[config.mk]
export PLATFORM = sky130hd
export DESIGN_NAME = unified_mem_arbiter_flat
export DESIGN_NICKNAME = d
export VERILOG_FILES = /design/src/rtl/unified_mem_arbiter_if.sv /design/src/rtl/unified_mem_arbiter.sv /design/src/flat_wrapper.sv
export SDC_FILE = /design/constraint.sdc
export NUM_CORES = 1
export LEC_CHECK = 0
export CORE_AREA = 2 2 76 78
export DETAILED_ROUTE_END_ITERATION = 10
export DIE_AREA = 0 0 78 80
export GPL_TIMING_DRIVEN = 0
export PLACE_DENSITY = 0.84
export SETUP_SLACK_MARGIN = 0.05
export SYNTH_ARGS = -nofsm -noshare
export SYNTH_HDL_FRONTEND = slang
export SYNTH_SLANG_ARGS = --single-unit
[constraint.sdc]
create_clock -name clk -period 1.5 [get_ports clk]
set_input_delay 0.3 -clock clk [delete_from_list [all_inputs] [get_ports clk]]
set_output_delay 0.3 -clock clk [all_outputs]
set_load 0.05 [all_outputs]
[src/rtl/unified_mem_arbiter_if.sv]
// unified_mem_arbiter_if: request/grant/response bundle between IF, LSU, arbiter and unified RAM
//   slave  : arbiter side (takes requests and read data, drives grants, responses, RAM controls, stall)
//   master : environment side (fetch unit, LSU and RAM)
interface unified_mem_arbiter_if #(
  parameter int ADDR_W = 8,
  parameter int DATA_W = 32
);
  logic              if_req_i;
  logic [ADDR_W-1:0] if_addr_i;
  logic              if_gnt_o;
  logic              if_rvalid_o;
  logic [DATA_W-1:0] if_rdata_o;
  logic              d_req_i;
  logic              d_we_i;
  logic [ADDR_W-1:0] d_addr_i;
  logic [DATA_W-1:0] d_wdata_i;
  logic              d_gnt_o;
  logic              d_rvalid_o;
  logic [DATA_W-1:0] d_rdata_o;
  logic              mem_en_o;
  logic              mem_we_o;
  logic [ADDR_W-1:0] mem_addr_o;
  logic [DATA_W-1:0] mem_wdata_o;
  logic [DATA_W-1:0] mem_rdata_i;
  logic              stall_o;
  modport slave (
    input  if_req_i, if_addr_i, d_req_i, d_we_i, d_addr_i, d_wdata_i, mem_rdata_i,
    output if_gnt_o, if_rvalid_o, if_rdata_o, d_gnt_o, d_rvalid_o, d_rdata_o,
           mem_en_o, mem_we_o, mem_addr_o, mem_wdata_o, stall_o
  );
  modport master (
    output if_req_i, if_addr_i, d_req_i, d_we_i, d_addr_i, d_wdata_i, mem_rdata_i,
    input  if_gnt_o, if_rvalid_o, if_rdata_o, d_gnt_o, d_rvalid_o, d_rdata_o,
           mem_en_o, mem_we_o, mem_addr_o, mem_wdata_o, stall_o
  );
endinterface

[src/rtl/unified_mem_arbiter.sv]
// unified_mem_arbiter: shares one single-ported sync-read RAM between instruction fetch and the LSU
//   clk : rising-edge clock
//   rst : asynchronous active-low reset
//   bus : unified_mem_arbiter_if.slave (IF/LSU request-grant-response, RAM controls, stall)
//   ARB_STARVE_GUARD_EN (macro): after STARVE_LIMIT consecutive conflict losses IF wins the next conflict
module unified_mem_arbiter #(
  parameter int ADDR_W       = 8,
  parameter int DATA_W       = 32,
  parameter int STARVE_LIMIT = 3
) (
  input logic                  clk,
  input logic                  rst,
  unified_mem_arbiter_if.slave bus
);
  typedef enum logic [1:0] {NONE, RESP_IF, RESP_D} state_e;
  state_e state_q, state_d;
  logic   conflict, if_pri, if_gnt, d_gnt;
  assign conflict = bus.if_req_i & bus.d_req_i;
`ifdef ARB_STARVE_GUARD_EN
  localparam int CNT_W = $clog2(STARVE_LIMIT + 2);
  logic [CNT_W-1:0] cnt_q, cnt_d;
  logic             cnt_max;
  assign cnt_max = cnt_q == CNT_W'(STARVE_LIMIT);
  assign if_pri  = conflict & cnt_max;
  assign cnt_d   = if_gnt ? '0 : (conflict && !cnt_max) ? cnt_q + 1'b1 : cnt_q;
  always_ff @(posedge clk or negedge rst) begin
    if (!rst) cnt_q <= '0;
    else      cnt_q <= cnt_d;
  end
`else
  assign if_pri = 1'b0;
`endif
  // Grants are forced low while reset is held so the RAM sees no access.
  assign d_gnt  = rst & bus.d_req_i & ~if_pri;
  assign if_gnt = rst & bus.if_req_i & ~d_gnt;
  assign bus.if_gnt_o    = if_gnt;
  assign bus.d_gnt_o     = d_gnt;
  assign bus.stall_o     = bus.if_req_i & ~if_gnt;
  assign bus.mem_en_o    = if_gnt | d_gnt;
  assign bus.mem_we_o    = d_gnt & bus.d_we_i;
  assign bus.mem_addr_o  = d_gnt ? bus.d_addr_i : if_gnt ? bus.if_addr_i : '0;
  assign bus.mem_wdata_o = d_gnt ? bus.d_wdata_i : '0;
  // The owner of next cycle's read data; stores produce no response.
  assign state_d = if_gnt ? RESP_IF : (d_gnt && !bus.d_we_i) ? RESP_D : NONE;
  always_ff @(posedge clk or negedge rst) begin
    if (!rst) state_q <= NONE;
    else      state_q <= state_d;
  end
  assign bus.if_rvalid_o = state_q == RESP_IF;
  assign bus.d_rvalid_o  = state_q == RESP_D;
  assign bus.if_rdata_o  = bus.if_rvalid_o ? bus.mem_rdata_i : '0;
  assign bus.d_rdata_o   = bus.d_rvalid_o ? bus.mem_rdata_i : '0;
endmodule

[src/flat_wrapper.sv]
// flat-port wrapper written by rule: the top's interface ports become plain ports
module unified_mem_arbiter_flat 
#(
  parameter int ADDR_W       = 8,
  parameter int DATA_W       = 32,
  parameter int STARVE_LIMIT = 3
)
  (clk, rst, bus_if_req_i, bus_if_addr_i, bus_d_req_i, bus_d_we_i, bus_d_addr_i, bus_d_wdata_i, bus_mem_rdata_i, bus_if_gnt_o, bus_if_rvalid_o, bus_if_rdata_o, bus_d_gnt_o, bus_d_rvalid_o, bus_d_rdata_o, bus_mem_en_o, bus_mem_we_o, bus_mem_addr_o, bus_mem_wdata_o, bus_stall_o);
  unified_mem_arbiter_if #(.ADDR_W(ADDR_W), .DATA_W(DATA_W)) bus_i ();
  input logic clk;
  input logic rst;
  input wire logic [$bits(bus_i.if_req_i)-1:0] bus_if_req_i;
  input wire logic [$bits(bus_i.if_addr_i)-1:0] bus_if_addr_i;
  input wire logic [$bits(bus_i.d_req_i)-1:0] bus_d_req_i;
  input wire logic [$bits(bus_i.d_we_i)-1:0] bus_d_we_i;
  input wire logic [$bits(bus_i.d_addr_i)-1:0] bus_d_addr_i;
  input wire logic [$bits(bus_i.d_wdata_i)-1:0] bus_d_wdata_i;
  input wire logic [$bits(bus_i.mem_rdata_i)-1:0] bus_mem_rdata_i;
  output wire logic [$bits(bus_i.if_gnt_o)-1:0] bus_if_gnt_o;
  output wire logic [$bits(bus_i.if_rvalid_o)-1:0] bus_if_rvalid_o;
  output wire logic [$bits(bus_i.if_rdata_o)-1:0] bus_if_rdata_o;
  output wire logic [$bits(bus_i.d_gnt_o)-1:0] bus_d_gnt_o;
  output wire logic [$bits(bus_i.d_rvalid_o)-1:0] bus_d_rvalid_o;
  output wire logic [$bits(bus_i.d_rdata_o)-1:0] bus_d_rdata_o;
  output wire logic [$bits(bus_i.mem_en_o)-1:0] bus_mem_en_o;
  output wire logic [$bits(bus_i.mem_we_o)-1:0] bus_mem_we_o;
  output wire logic [$bits(bus_i.mem_addr_o)-1:0] bus_mem_addr_o;
  output wire logic [$bits(bus_i.mem_wdata_o)-1:0] bus_mem_wdata_o;
  output wire logic [$bits(bus_i.stall_o)-1:0] bus_stall_o;
  assign bus_i.if_req_i = bus_if_req_i;
  assign bus_i.if_addr_i = bus_if_addr_i;
  assign bus_i.d_req_i = bus_d_req_i;
  assign bus_i.d_we_i = bus_d_we_i;
  assign bus_i.d_addr_i = bus_d_addr_i;
  assign bus_i.d_wdata_i = bus_d_wdata_i;
  assign bus_i.mem_rdata_i = bus_mem_rdata_i;
  assign bus_if_gnt_o = bus_i.if_gnt_o;
  assign bus_if_rvalid_o = bus_i.if_rvalid_o;
  assign bus_if_rdata_o = bus_i.if_rdata_o;
  assign bus_d_gnt_o = bus_i.d_gnt_o;
  assign bus_d_rvalid_o = bus_i.d_rvalid_o;
  assign bus_d_rdata_o = bus_i.d_rdata_o;
  assign bus_mem_en_o = bus_i.mem_en_o;
  assign bus_mem_we_o = bus_i.mem_we_o;
  assign bus_mem_addr_o = bus_i.mem_addr_o;
  assign bus_mem_wdata_o = bus_i.mem_wdata_o;
  assign bus_stall_o = bus_i.stall_o;
  unified_mem_arbiter #(.ADDR_W(ADDR_W), .DATA_W(DATA_W), .STARVE_LIMIT(STARVE_LIMIT)) u_core (.clk(clk), .rst(rst), .bus(bus_i));
endmodule
==> results.cfg <==
[synthesis]
synth-seq-cells = 2
ys_warn_count = 0
ys_seq_area_frac = 0.0566
syn_area_sq_um = 885
syn-mean-instance-area_sq_um = 6.75
synth_fp_nets = 216
synthCells = 131
synth_cell_types = 14

[status]
status = finished with violations
violations = setup timing

[placed_design]
dp_hpwl_um = 4810
port_buffers = 195
pre_cts_slack_ns = -1.16
postPlaceCellArea_sq_um = 2990
place_congestion = 0.756

[finish]
drive_gt1_frac = 0.598
num_antenna_cells = 0
largest_reg_flops = 2
area_growth_pct = 294
fin_nets = 425
largestRegisters = u_core.state_q (2)
top_register = u_core.state_q
final_area_sq_um = 3480

[worst_hold_path]
holdPathEnd = u_core.state_q[1]
hold_path.class = input port to flop
whs_path_depth = 2
worstHoldStart = bus_d_we_i

[die]
dieArea_sq_um = 6240
coreArea_sq_um = 5410
io_pins = 196
start_util = 0.164
rows = 27
die_y_um = 80
die_width_um = 78

[drt]
drc_errors = 0
avgRoutedWirePerCell_um = 15.9
vias_per_cell = 4.36
wl_um = 6510
dr.pass1.iters = 4
ant_nets = 0
detailedRoute.firstIterationViolations = 23
vias = 1789

[global_route]
grt.total_usage = 0.186
first_global_vias = 1770
antenna_found_initial = 1
globalRouteOverflowTotal = 0
grt_pass1_wl_um = 9210
grt_max_degree = 11

[timing]
rsz0062_at_grt = true
slew-limit-headroom = 0.827
hold_viol_final = 0
final.period_utilization = 1.09
tightestPinTransition_ns = 0.261
whs_ns = 0.434
setup_viol = 61
min_period_ns = 1.64
layout_setup_ws_ns = -0.136
maxSlewViolCount = 0
fmax_mhz = 611

[critical_path]
critPathMaxStageDelay_ns = 0.37
crit_required_ns = 1.20
worstPathArrival_ns = 1.34
critPathLaunchType = flop
path_cells = and2b_4, buf_6, and2_4, buf_8
path_class = flop to output port
crit_slowest_cell = dfrtp_1
crit_buf_inv = 2
crit_path_max_fanout = 5
cp-end-kind = output port
cp_top_family = simple AND/OR/NAND/NOR gates

[power_and_ir_drop]
leakagePower_nw = 1.76
pwr_density_cell_nw_per_um2 = 383
ir_drop_v = 0.000215

[run]
timing.max_cap.violations = 0

[clocking]
cts_tree = done
htreeDepth = 1
ctsLongestPathBuffers = 2
numCtsBuffers = 3
cts_root_buf = clkbuf_8
cts.clk_slew.worst_paths_ns = 0.03
cts_sinks = 2
cell type report:
class / count / area, sq um
clock buffer: 3 / 41.3
multi-input combinational: 115 / 910
buffer: 12 / 113
inverter: 1 / 6.26
tap: 72 / 90.1
sequential: 2 / 50.0
timing repair buffer: 205 / 2270
fill: 432 / 1920
Yosys cell counts:
| library cell | instances | area share |
|---|---|---|
| a32o_1 | 8 | 0.091 |
| clkbuf_2 | 2 | 0.011 |
| buf_6 | 2 | 0.025 |
| dfrtp_1 | 2 | 0.057 |
| and2_1 | 65 | 0.46 |
| inv_2 | 1 | 0.0042 |
| and3_1 | 34 | 0.24 |
| and2_4 | 1 | 0.0099 |
| buf_2 | 8 | 0.045 |
| o21a_1 | 1 | 0.0085 |
| nor2b_2 | 1 | 0.0099 |
| clkbuf_1 | 3 | 0.013 |
| a21boi_0 | 1 | 0.0085 |
| and2b_1 | 2 | 0.017 |
cell families (layout without fill, tap and decap cells):
group / count (synthesis) / count (layout) / share of synthesized area
AOI/OAI and AO/OA: 10 / 10 / 0.108
buffers and inverters: 16 / 221 / 0.0990
DFF: 2 / 2 / 0.0566
and+or+nand+nor: 103 / 105 / 0.737
repair_timing:
| item | CTS | global route |
|---|---|---|
| resized for setup | 860 | 28 |
| setup buffers | 2 | 3 |
| hold endpoints to repair | 2 | 0 |
| hold buffers | 1 | 0 |
| endpoints found under the setup margin | 111 | 95 |
| cloned | 5 | 1 |
| pin swaps | 34 | 4 |
worst max-delay path by stage:
stage / startpoint / to / slack (ns) / cells past startpoint
2_1_floorplan: u_core.state_q[1] / bus_if_rdata_o[22] / -0.003 / 3
3_3_place_gp: rst / bus_mem_wdata_o[30] / -1.09 / 5
3_5_place_dp: rst / bus_mem_wdata_o[30] / -1.16 / 5
4_1_cts: u_core.state_q[0] / bus_d_rdata_o[4] / -0.12 / 4
5_1_grt: u_core.state_q[0] / bus_d_rdata_o[12] / -0.17 / 4
6_report: u_core.state_q[0] / bus_d_rdata_o[12] / -0.14 / 4
placed cells by master (no fill, tap or decap):
cell type,instances
and2b_2,1
buf_4,21
clkbuf_4,6
inv_4,1
clkdlybuf4s50_1,79
buf_8,43
buf_2,3
and3_4,5
nor2b_4,1
and2b_1,1
and3_1,29
o21a_1,1
dfrtp_1,2
and2b_4,1
and2_4,37
and2_1,21
and2_2,9
a21boi_2,1
a32o_2,8
dlymetal6s2s_1,2
dlygate4sd3_1,1
buf_6,61
clkbuf_8,3
clkdlybuf4s15_2,1
metal layers:
layer / up-vias / share of wire / global-route usage
met5: - / 0 / 0
met4: 0 / 0.022 / 0.0526
met3: 12 / 0.099 / 0.0679
met2: 114 / 0.55 / 0.365
met1: 799 / 0.33 / 0.183
li1: 864 / - / -
per-stage QoR:
step / utilization / TNS, ns / total power, mW / cells
6_report: 0.645 / -5.69 / 1.33 / 410
5_1_grt: 0.645 / -8.57 / 1.39 / 410
4_1_cts: 0.624 / -5.84 / 1.31 / 407
3_5_place_dp: 0.553 / -83.97 / 0.995 / 398
3_3_place_gp: 0.553 / -81.50 / 0.986 / 398
2_1_floorplan: - / -0.0230 / 0.554 / 131
where the power goes:
part	total (mW)	switching [mW]	leakage [nW]	internal, mW
clock	0.208	0.0383	0.0216	0.169
combinational	1.07	0.555	1.71	0.513
sequential	0.0586	0.00214	0.0269	0.0565
Power figures use the tool's default switching activity.
